<file path="src/rtl/diot_gpio_pkg.sv">
// Shared constants for the GPIO bank: register indices and reset values.
package diot_gpio_pkg;

  // Register index k; a slot's register k lives at address s + SLOTS*k.
  localparam int REG_OUT     = 0;
  localparam int REG_IN      = 1;
  localparam int REG_DIR     = 2;
  localparam int REG_STATUS  = 3;
  localparam int REG_MASK    = 4;
  localparam int REG_CLEAR   = 5;
  localparam int REG_RISE_EN = 6;
  localparam int REG_FALL_EN = 7;
  localparam int REG_COUNT   = 8;

  // Per-bit reset values, replicated to the register width where used.
  localparam logic RST_OUT_BIT     = 1'b0;
  localparam logic RST_DIR_BIT     = 1'b0;
  localparam logic RST_STATUS_BIT  = 1'b0;
  localparam logic RST_MASK_BIT    = 1'b0;
  localparam logic RST_RISE_EN_BIT = 1'b1;
  localparam logic RST_FALL_EN_BIT = 1'b0;
  localparam logic RST_SYNC_BIT    = 1'b0;

endpackage

</file>
<file path="src/rtl/diot_gpio_slot.sv">
// One GPIO slot: configuration registers, two-flop input synchronizer,
// previous-value flop for edge detection and sticky interrupt status.
module diot_gpio_slot
  import diot_gpio_pkg::*;
#(
  parameter int DATA_W = 16
) (
  input  logic              clk_i,
  input  logic              rst_ni,
  input  logic              we_out_i,
  input  logic              we_dir_i,
  input  logic              we_mask_i,
  input  logic              we_clear_i,
  input  logic              we_rise_i,
  input  logic              we_fall_i,
  input  logic [DATA_W-1:0] wdata_i,
  input  logic [DATA_W-1:0] pad_i,
  output logic [DATA_W-1:0] out_o,
  output logic [DATA_W-1:0] dir_o,
  output logic [DATA_W-1:0] in_o,
  output logic [DATA_W-1:0] status_o,
  output logic [DATA_W-1:0] mask_o,
  output logic [DATA_W-1:0] rise_en_o,
  output logic [DATA_W-1:0] fall_en_o
);

  logic [DATA_W-1:0] out_q, dir_q, mask_q, rise_q, fall_q;
  logic [DATA_W-1:0] status_q, status_d;
  logic [DATA_W-1:0] sync1_q, sync2_q, prev_q;
  logic [DATA_W-1:0] rise_ev, fall_ev, clr;

  // Software-writable configuration registers.
  always_ff @(posedge clk_i or negedge rst_ni) begin
    if (!rst_ni) begin
      out_q  <= {DATA_W{RST_OUT_BIT}};
      dir_q  <= {DATA_W{RST_DIR_BIT}};
      mask_q <= {DATA_W{RST_MASK_BIT}};
      rise_q <= {DATA_W{RST_RISE_EN_BIT}};
      fall_q <= {DATA_W{RST_FALL_EN_BIT}};
    end else begin
      if (we_out_i)  out_q  <= wdata_i;
      if (we_dir_i)  dir_q  <= wdata_i;
      if (we_mask_i) mask_q <= wdata_i;
      if (we_rise_i) rise_q <= wdata_i;
      if (we_fall_i) fall_q <= wdata_i;
    end
  end

  // Two synchronizer stages plus one history stage for edge detection.
  always_ff @(posedge clk_i or negedge rst_ni) begin
    if (!rst_ni) begin
      sync1_q <= {DATA_W{RST_SYNC_BIT}};
      sync2_q <= {DATA_W{RST_SYNC_BIT}};
      prev_q  <= {DATA_W{RST_SYNC_BIT}};
    end else begin
      sync1_q <= pad_i;
      sync2_q <= sync1_q;
      prev_q  <= sync2_q;
    end
  end

  // Edge events and sticky status next state; a new event beats a clear.
  always_comb begin
    rise_ev  = rise_q & sync2_q & ~prev_q;
    fall_ev  = fall_q & ~sync2_q & prev_q;
    clr      = we_clear_i ? wdata_i : '0;
    status_d = (status_q & ~clr) | rise_ev | fall_ev;
  end

  // Status register.
  always_ff @(posedge clk_i or negedge rst_ni) begin
    if (!rst_ni) status_q <= {DATA_W{RST_STATUS_BIT}};
    else         status_q <= status_d;
  end

  assign out_o     = out_q;
  assign dir_o     = dir_q;
  assign in_o      = sync2_q;
  assign status_o  = status_q;
  assign mask_o    = mask_q;
  assign rise_en_o = rise_q;
  assign fall_en_o = fall_q;

endmodule

</file>
<file path="src/rtl/diot_gpio_bank.sv">
// GPIO bank top: address decode, registered read mux and irq reduction over
// SLOTS instances of diot_gpio_slot.
//
// Register bus: reg_we writes reg_wdata to reg_addr on the clock edge where it
// is high. reg_re is a one-cycle strobe; reg_rvalid/reg_rdata are high for
// exactly the following cycle (rdata is 0 otherwise). With reg_we and reg_re
// together the read returns the value as written. There is no back-pressure.
module diot_gpio_bank
  import diot_gpio_pkg::*;
#(
  parameter int SLOTS  = 1,
  parameter int DATA_W = 16,
  parameter int ADDR_W = 7
) (
  input  logic                    sys_clk,
  input  logic                    sys_rst_n,
  input  logic [ADDR_W-1:0]       reg_addr,
  input  logic [DATA_W-1:0]       reg_wdata,
  input  logic                    reg_we,
  input  logic                    reg_re,
  output logic [DATA_W-1:0]       reg_rdata,
  output logic                    reg_rvalid,
  input  logic [SLOTS*DATA_W-1:0] pad_i,
  output logic [SLOTS*DATA_W-1:0] pad_o,
  output logic [SLOTS*DATA_W-1:0] pad_oe,
  output logic                    irq
);

  localparam logic [ADDR_W-1:0] SLOTS_A = ADDR_W'(SLOTS);
  localparam logic [ADDR_W:0]   MAP_END = (ADDR_W + 1)'(REG_COUNT * SLOTS);

  logic [ADDR_W-1:0] slot_a, k_a;
  logic              in_range;

  logic [SLOTS-1:0] we_out, we_dir, we_mask, we_clr, we_rise, we_fall;

  logic [DATA_W-1:0] out_v    [SLOTS];
  logic [DATA_W-1:0] dir_v    [SLOTS];
  logic [DATA_W-1:0] in_v     [SLOTS];
  logic [DATA_W-1:0] status_v [SLOTS];
  logic [DATA_W-1:0] mask_v   [SLOTS];
  logic [DATA_W-1:0] rise_v   [SLOTS];
  logic [DATA_W-1:0] fall_v   [SLOTS];

  logic [DATA_W-1:0] rd_val, rdata_d, rdata_q;
  logic              rvalid_q, irq_d, irq_q;

  assign slot_a   = reg_addr % SLOTS_A;
  assign k_a      = reg_addr / SLOTS_A;
  assign in_range = {1'b0, reg_addr} < MAP_END;

  // Write decode to one-hot per-slot strobes; read-only registers get none.
  always_comb begin
    we_out  = '0;
    we_dir  = '0;
    we_mask = '0;
    we_clr  = '0;
    we_rise = '0;
    we_fall = '0;
    if (reg_we && in_range) begin
      for (int s = 0; s < SLOTS; s++) begin
        if (slot_a == ADDR_W'(s)) begin
          case (k_a)
            ADDR_W'(REG_OUT):     we_out[s]  = 1'b1;
            ADDR_W'(REG_DIR):     we_dir[s]  = 1'b1;
            ADDR_W'(REG_MASK):    we_mask[s] = 1'b1;
            ADDR_W'(REG_CLEAR):   we_clr[s]  = 1'b1;
            ADDR_W'(REG_RISE_EN): we_rise[s] = 1'b1;
            ADDR_W'(REG_FALL_EN): we_fall[s] = 1'b1;
            default: ;
          endcase
        end
      end
    end
  end

  for (genvar g = 0; g < SLOTS; g++) begin : g_slot
    diot_gpio_slot #(.DATA_W(DATA_W)) u_slot (
      .clk_i      (sys_clk),
      .rst_ni     (sys_rst_n),
      .we_out_i   (we_out[g]),
      .we_dir_i   (we_dir[g]),
      .we_mask_i  (we_mask[g]),
      .we_clear_i (we_clr[g]),
      .we_rise_i  (we_rise[g]),
      .we_fall_i  (we_fall[g]),
      .wdata_i    (reg_wdata),
      .pad_i      (pad_i[g*DATA_W +: DATA_W]),
      .out_o      (out_v[g]),
      .dir_o      (dir_v[g]),
      .in_o       (in_v[g]),
      .status_o   (status_v[g]),
      .mask_o     (mask_v[g]),
      .rise_en_o  (rise_v[g]),
      .fall_en_o  (fall_v[g])
    );
    assign pad_o[g*DATA_W +: DATA_W]  = out_v[g];
    assign pad_oe[g*DATA_W +: DATA_W] = dir_v[g];
  end

  // Read mux; a simultaneous write to a writable register is forwarded.
  always_comb begin
    rd_val = '0;
    if (in_range) begin
      for (int s = 0; s < SLOTS; s++) begin
        if (slot_a == ADDR_W'(s)) begin
          case (k_a)
            ADDR_W'(REG_OUT):     rd_val = reg_we ? reg_wdata : out_v[s];
            ADDR_W'(REG_IN):      rd_val = in_v[s];
            ADDR_W'(REG_DIR):     rd_val = reg_we ? reg_wdata : dir_v[s];
            ADDR_W'(REG_STATUS):  rd_val = status_v[s];
            ADDR_W'(REG_MASK):    rd_val = reg_we ? reg_wdata : mask_v[s];
            ADDR_W'(REG_RISE_EN): rd_val = reg_we ? reg_wdata : rise_v[s];
            ADDR_W'(REG_FALL_EN): rd_val = reg_we ? reg_wdata : fall_v[s];
            default:              rd_val = '0;
          endcase
        end
      end
    end
    rdata_d = reg_re ? rd_val : '0;
  end

  // OR of masked pending status over all slots.
  always_comb begin
    irq_d = 1'b0;
    for (int s = 0; s < SLOTS; s++) irq_d = irq_d | (|(status_v[s] & mask_v[s]));
  end

  // Registered read response and interrupt output.
  always_ff @(posedge sys_clk or negedge sys_rst_n) begin
    if (!sys_rst_n) begin
      rdata_q  <= '0;
      rvalid_q <= 1'b0;
      irq_q    <= 1'b0;
    end else begin
      rdata_q  <= rdata_d;
      rvalid_q <= reg_re;
      irq_q    <= irq_d;
    end
  end

  assign reg_rdata  = rdata_q;
  assign reg_rvalid = rvalid_q;
  assign irq        = irq_q;

endmodule

</file>
<file path="config.mk">
export PLATFORM = sky130hd
export DESIGN_NAME = diot_gpio_bank
export DESIGN_NICKNAME = d
export VERILOG_FILES = /design/src/rtl/diot_gpio_pkg.sv /design/src/rtl/diot_gpio_slot.sv /design/src/rtl/diot_gpio_bank.sv
export SDC_FILE = /design/constraint.sdc
export NUM_CORES = 1
export LEC_CHECK = 0
export ABC_AREA = 1
export BUFFER_PORTS_ARGS = -buffer_cell sky130_fd_sc_hd__clkbuf_2
export CAP_MARGIN = 20
export CORE_ASPECT_RATIO = 1.75
export CORE_UTILIZATION = 40
export DETAILED_ROUTE_END_ITERATION = 16
export HOLD_SLACK_MARGIN = 0.1
export PLACE_DENSITY = 0.55
export SETUP_SLACK_MARGIN = 0.02
export SLEW_MARGIN = 10
export SYNTH_ARGS = -nofsm -noshare
export SYNTH_HDL_FRONTEND = slang
export SYNTH_SLANG_ARGS = --single-unit
</file>
<file path="constraint.sdc">
create_clock -name sys_clk -period 2.95 [get_ports sys_clk]
set_input_delay 0.59 -clock sys_clk [delete_from_list [all_inputs] [get_ports sys_clk]]
set_output_delay 0.59 -clock sys_clk [all_outputs]
set_load 0.005 [all_outputs]
</file>
==> impl_metrics.env, run 1 <==
export IMPL_slowest_delay_ps=480
export IMPL_crit_fanout=32
export IMPL_core_area_mm2=0.0181
export IMPL_drv_slew=0
export IMPL_layout_commonest_cell="nand2_1"
export IMPL_arrival_ps=2070
export IMPL_clk_latency_ps=430
export IMPL_syn_area_per_cell_um2=8.26
export IMPL_clk_pin_slew_ps=70
export IMPL_holdWs_ps=114
export IMPL_grt_pass1_wl_um=34900
export IMPL_cp_required_ps=3250
export IMPL_hold_buffers=0
export IMPL_slew_headroom_pct=46.8
export IMPL_tightest_slew_ps=797
export IMPL_final_cell_mix="nand2_1, dfrtp_1, nand3_1"
export IMPL_drive_above_1_share_pct=17.6
export IMPL_firstDrtPassIters=5
export IMPL_portBuffers=92
export IMPL_reg2reg_from="g_slot[0].u_slot.rise_en_o[0]"
export IMPL_drtIter0Drc=374
export IMPL_cts_buffers=17
export IMPL_synth_seq_cells=162
export IMPL_die_y_um=182
export IMPL_nets=1023
export IMPL_cts_htree_levels=4
export IMPL_wl_per_cell_um=18.3
export IMPL_grt_overflow=0
export IMPL_diodes=0
export IMPL_netlist_area_mm2=0.00743
export IMPL_ant_nets=0
export IMPL_io_pins=93
export IMPL_skew_ps=8.52
export IMPL_cts_sinks=162
export IMPL_seq_area_mm2=0.00407
export IMPL_grt_pass1_vias=6433
export IMPL_setup_viol=0
export IMPL_drc_errors=0
export IMPL_reg2reg_slack_ps=1730
export IMPL_start_util_pct=41.0
export IMPL_cts_root_buffer="clkbuf_16"
export IMPL_syn_inst=899
export IMPL_cts_resized=0
export IMPL_syn_to_final_growth_pct=16.9
export IMPL_rsz0062_at_grt="false"
export IMPL_fin_crit_ps=1770
export IMPL_endpoint_kind="flop"
export IMPL_place_congestion=0.813
export IMPL_run_status="complete, no violations"
export IMPL_row_count=65
export IMPL_p_leak_uw=0.00429
export IMPL_vdd_ir_drop_max_mv=0.304
export IMPL_gr_usage_all_layers_pct=24.8
export IMPL_finalHoldViolCount=0
export IMPL_fmax_mhz=566
export IMPL_critPathKind="input pin to flop"
export IMPL_worstPathCellList="clkbuf_2, inv_1, nand2_1, nor2_4, nand2_1, buf_4, nand2_1, o21ai_1"
export IMPL_wl_um=22400
export IMPL_dieArea_mm2=0.0191
export IMPL_clockBufferDepth=2
export IMPL_cp_common_cell="nand2_1"
export IMPL_yosysSeqAreaShare_pct=54.9
export IMPL_via_per_inst=5.22
export IMPL_cap_violations=0
export IMPL_grt_max_degree=97
export IMPL_r2r_cells=6
export IMPL_hold_path_class="input pin to asynchronous set/reset pin"
export IMPL_reg2reg_to="reg_rdata[0]"
export IMPL_syn_nets=942
export IMPL_setup_tns_final_ps=0
export IMPL_dieWidth_um=105
export IMPL_fin_crit_sh_pct=59.9
export IMPL_antenna_found_initial=0
export IMPL_multi_input_area_mm2=0.00279
export IMPL_vias=6407
export IMPL_cts_tree="done"
export IMPL_post_cts_setup_buffer_count=0
export IMPL_ys_warn_count=0
export IMPL_cp_start_kind="input pin"
export IMPL_power_per_cell_area_mw_per_mm2=573
export IMPL_crit_slowest_cell="nor2_4"
export IMPL_dp_hpwl_um=15600
export IMPL_ys_types=25
export IMPL_fillerInstances=1811
## how the worst max path moves through the flow
stage	startpoint	to	slack [ps]	depth (start not counted)
after floorplan	reg_addr[5]	g_slot[0].u_slot.status_o[10]	1390	9
after global placement	reg_we	reg_rdata[0]	790	9
after detailed placement	reg_addr[0]	g_slot[0].u_slot.dir_o[6]	770	8
after CTS	reg_addr[0]	g_slot[0].u_slot.dir_o[6]	1210	8
after global routing	reg_addr[0]	g_slot[0].u_slot.dir_o[6]	1120	8
final	reg_addr[0]	g_slot[0].u_slot.dir_o[6]	1180	8
## stage by stage
stage          cell area [um2]  power [uW]  util, %  worst slack, ps  std cells
2_1_floorplan             7430        2650        -             1390        899
3_3_place_gp              8120        2860     44.8              792       1195
3_5_place_dp              8120        2860     44.8              767       1195
4_1_cts                   8680        5020     47.9             1210       1227
5_1_grt                   8680        5170     47.9             1120       1227
6_report                  8680        4970     47.9             1180       1227
## report_power, final
| group | internal [uW] | switching, uW |
|---|---|---|
| clock network | 1260 | 898 |
| registers | 2340 | 63.1 |
| logic | 130 | 290 |
| total | 3720 | 1250 |
## state kept, by name (all words and copies together) (netlist names)
signal,cells
g_slot.u_slot.dir_o,16
g_slot.u_slot.fall_en_o,16
g_slot.u_slot.in_o,16
g_slot.u_slot.mask_o,16
g_slot.u_slot.out_o,16
g_slot.u_slot.prev_q,16
g_slot.u_slot.rise_en_o,16
g_slot.u_slot.status_o,16
g_slot.u_slot.sync1_q,16
reg_rdata,16
irq,1
reg_rvalid,1
## cell families after synthesis
| group | synth area share (%) |
|---|---|
| buf+inv | 7.60 |
| simple gates | 25.2 |
| flops | 54.9 |
| compound gates | 12.4 |
## area by class of cell
type	instances	share of cell area [%]
sequential	162	46.9
multi-input combinational	604	32.1
timing repair buffer	106	7.30
clock buffer	20	5.14
inverter	89	3.85
tap	234	3.37
clock inverter	12	1.31
## cells in the mapped netlist, drive strengths merged
| library cell | count | area share [%] |
|---|---|---|
| nand4 | 3 | 0.25 |
| a21oi | 18 | 1.2 |
| o21ai | 144 | 9.7 |
| nand2 | 248 | 13 |
| a31oi | 16 | 1.3 |
| a22o | 1 | 0.12 |
| nor2 | 58 | 3.8 |
| inv | 89 | 4.5 |
| clkbuf | 5 | 0.25 |
| nor3 | 18 | 1.5 |
| dfstp | 16 | 5.7 |
| buf | 39 | 2.8 |
| nand3 | 98 | 6.8 |
| dfrtp | 146 | 49 |
## layer usage
metal | wire length, um | up-vias | GRT usage [%] | part of all wire, %
li1 | - | 3082 | - | -
met1 | 8090 | 3087 | 25.9 | 36
met2 | 12100 | 186 | 45.6 | 54
met3 | 864 | 52 | 3.54 | 3.9
met4 | 1350 | 0 | 16.6 | 6.0
met5 | 0 | - | 0 | 0
## critical path: cells and delay by family
| kind | cells | cell delay, ps |
|---|---|---|
| AOI/OAI and AO/OA | 1 | 70 |
| buffers and inverters | 3 | 470 |
| and+or+nand+nor | 4 | 920 |
Power figures use the tool's default switching activity.
==> run 2: changes to the inputs <==
--- a/config.mk
+++ b/config.mk
@@ -5,14 +5,14 @@
 export SDC_FILE = /design/constraint.sdc
 export NUM_CORES = 1
 export LEC_CHECK = 0
-export ABC_AREA = 1
+export ABC_AREA = 0
 export BUFFER_PORTS_ARGS = -buffer_cell sky130_fd_sc_hd__clkbuf_2
 export CAP_MARGIN = 20
 export CORE_ASPECT_RATIO = 1.75
 export CORE_UTILIZATION = 40
 export DETAILED_ROUTE_END_ITERATION = 16
 export HOLD_SLACK_MARGIN = 0.1
-export PLACE_DENSITY = 0.55
+export PLACE_DENSITY = 0.57
 export SETUP_SLACK_MARGIN = 0.02
 export SLEW_MARGIN = 10
 export SYNTH_ARGS = -nofsm -noshare
==> constraint.sdc (replaced) <==
create_clock -name sys_clk -period 1.6 [get_ports sys_clk]
set_input_delay 0.32 -clock sys_clk [delete_from_list [all_inputs] [get_ports sys_clk]]
set_output_delay 0.32 -clock sys_clk [all_outputs]
set_load 0.005 [all_outputs]
==> impl_metrics.env, run 2 <==
export IMPL_final_cell_mix="dfrtp_1, clkbuf_2, mux2_2"
export IMPL_nets=763
export IMPL_r2r_cells=3
export IMPL_swShare_pct=24.5
export IMPL_arrival_ps=1880
export IMPL_row_count=64
export IMPL_io_pins=93
export IMPL_cts_sinks=162
export IMPL_p_switching_uw=2490
export IMPL_slew_headroom_pct=64.0
export IMPL_grt_overflow=0
export IMPL_synth_top_cells_by_count="dfrtp_1, mux2_2, nand2_1"
export IMPL_drc_errors=0
export IMPL_synth_top_area_share_pct=51.3
export IMPL_drtIter0Drc=223
export IMPL_vias=5092
export IMPL_start_util_pct=40.8
export IMPL_firstDrtPassIters=4
export IMPL_gr_usage_all_layers_pct=22.4
export IMPL_combPwrFrac_pct=11.5
export IMPL_internal_power_uw=7660
export IMPL_crit_fanout=12
export IMPL_wl_per_cell_um=20.0
export IMPL_die_y_um=178
export IMPL_p_leak_uw=0.00441
export IMPL_endpoint="g_slot[0].u_slot.status_o[1]"
export IMPL_synth_edff_count=0
export IMPL_hold_path_class="input pin to flop"
export IMPL_yosysSeqAreaShare_pct=57.2
export IMPL_power_per_cell_area_mw_per_mm2=1060
export IMPL_setup_viol=0
export IMPL_reg2reg_slack_ps=130
export IMPL_endpoint_kind="flop"
export IMPL_cp_start_kind="input pin"
export IMPL_grt_max_degree=54
export IMPL_synth_seq_cells=162
export IMPL_via_per_inst=5.28
export IMPL_min_from="reg_wdata[1]"
export IMPL_reg2reg_to="reg_rdata[1]"
export IMPL_grt_pass1_vias=5342
export IMPL_syn_inst=537
export IMPL_dieWidth_um=103
export IMPL_holdWs_ps=182
export IMPL_syn_to_final_growth_pct=35.2
export IMPL_wl_um=19300
export IMPL_tightest_slew_ps=533
export IMPL_run_status="complete, no violations"
export IMPL_critPathKind="input pin to flop"
export IMPL_syn_nets=580
export IMPL_clk_pin_slew_ps=70
export IMPL_cts_root_buffer="clkbuf_16"
export IMPL_antenna_found_initial=0
export IMPL_synth_most_common_cell="dfrtp_1"
export IMPL_yosys_most_used_dff="dfrtp_1"
export IMPL_cap_violations=0
export IMPL_cts_htree_levels=4
export IMPL_dieArea_mm2=0.0184
export IMPL_fin_crit_sh_pct=98.5
export IMPL_synth_largest_area_cell="dfrtp_1"
export IMPL_dp_hpwl_um=14000
export IMPL_cts_tree="done"
export IMPL_clockBufferDepth=2
export IMPL_rsz0062_at_grt="true"
export IMPL_core_area_mm2=0.0175
export IMPL_synth_area_leaders="dfrtp_1, mux2_2, dfstp_2"
export IMPL_p_seq_share_pct=45.5
export IMPL_fin_crit_ps=1580
export IMPL_finalHoldViolCount=0
export IMPL_drive_above_1_share_pct=49.8
export IMPL_netlist_area_mm2=0.00712
export IMPL_clk_latency_ps=440
export IMPL_portBuffers=92
export IMPL_hold_depth=2
export IMPL_critPathLaunch="reg_addr[5]"
export IMPL_cts_buffers=17
export IMPL_synthArstFlopShare_pct=100
export IMPL_ys_warn_count=0
export IMPL_total_power_uw=10200
export IMPL_place_congestion=0.885
export IMPL_diodes=0
export IMPL_ant_nets=0
export IMPL_ys_types=49
export IMPL_grt_pass1_wl_um=29800
export IMPL_drv_slew=0
export IMPL_cp_required_ps=1900
export IMPL_vdd_ir_drop_max_mv=0.662
export IMPL_syn_area_per_cell_um2=13.3
export IMPL_reg2reg_from="g_slot[0].u_slot.dir_o[1]"
export IMPL_skew_ps=11.3
export IMPL_clock_power_share_pct=42.9
export IMPL_fmax_mhz=634
export IMPL_layout_commonest_cell="dfrtp_1"
-- run 2: cell count changes after synthesis, moves of 37 or more --
cell	change
nor2_1	-37
mux2_2	+102
nand2_1	-202
nand3_1	-92
inv_1	-65
o21ai_1	-85
o21ai_0	-50
-- run 2: worst max-delay path, cell delays in order --
cell      delay [ps]
clkbuf_2          90
or4_4            580
or4_4            460
buf_12           180
o21ai_2          130
o221ai_1         120
-- run 2: metal layers --
metal / part of all wire [%] / wire, um / track usage, % / vias up
met3: 3.1 / 605 / 4.23 / 33
met5: 0 / 0 / 0 / -
met4: 2.7 / 527 / 9.51 / 0
met1: 40 / 7710 / 26.2 / 2590
li1: - / - / - / 2362
met2: 54 / 10500 / 39.4 / 107
-- run 2: how the worst min path moves through the flow --
stage / end / slack, ps
4_1_cts: g_slot[0].u_slot.dir_o[1] / 170
2_1_floorplan: g_slot[0].u_slot.dir_o[0] / 20
5_1_grt: g_slot[0].u_slot.out_o[11] / 190
6_report: g_slot[0].u_slot.dir_o[1] / 180
3_3_place_gp: g_slot[0].u_slot.in_o[7] / 190
3_5_place_dp: g_slot[0].u_slot.in_o[7] / 190
-- run 2: kinds of logic after synthesis --
logic type             Yosys count  synth area share, %
buffers and inverters           50                 3.01
AO/OA/AOI/OAI                  104                 10.8
AND/OR/NAND/NOR                 80                 5.59
multiplexers                   141                 23.4
flip-flops                     162                 57.2
-- run 2: area by class of cell --
| type | instances | area [um2] |
|---|---|---|
| inverters | 20 | 76.3 |
| clock inverters | 14 | 201 |
| clock buffers | 18 | 429 |
| flip-flops and latches | 162 | 4070 |
| well taps | 231 | 289 |
| fillers | 1520 | 7840 |
| repair buffers | 194 | 1500 |
| multi-input cells | 325 | 3050 |
-- run 2: stage by stage --
step	instance area, um2	cells	setup WS [ps]	setup TNS, ps	utilization [%]
6_report	9620	964	23.6	0	55.1
3_3_place_gp	8710	909	-423	-35580	49.9
3_5_place_dp	8710	909	-517	-37330	49.9
4_1_cts	9520	959	19.9	0	54.6
5_1_grt	9620	964	11.5	0	55.1
2_1_floorplan	7350	537	-383	-20330	-
-- run 2: power by group through the flow --
| stage | sequential (uW) | combinational (uW) | clock, uW |
|---|---|---|---|
| final | 4620 | 1170 | 4360 |
| after global routing | 4660 | 1290 | 4600 |
| after CTS | 4620 | 1180 | 4440 |
| after detailed placement | 4690 | 1140 | 0 |
| after global placement | 4680 | 1120 | 0 |
| after floorplan | 4620 | 610 | 0 |
-- run 2: repair_timing --
item                                    in CTS  in global routing
hold buffers                                18                  0
endpoints found under the setup margin       5                 18
resized for setup                            3                 12
pin swaps                                    1                  4
setup buffers                                0                  4
endpoints found under the hold margin      165                  0
gates cloned                                 0                  1
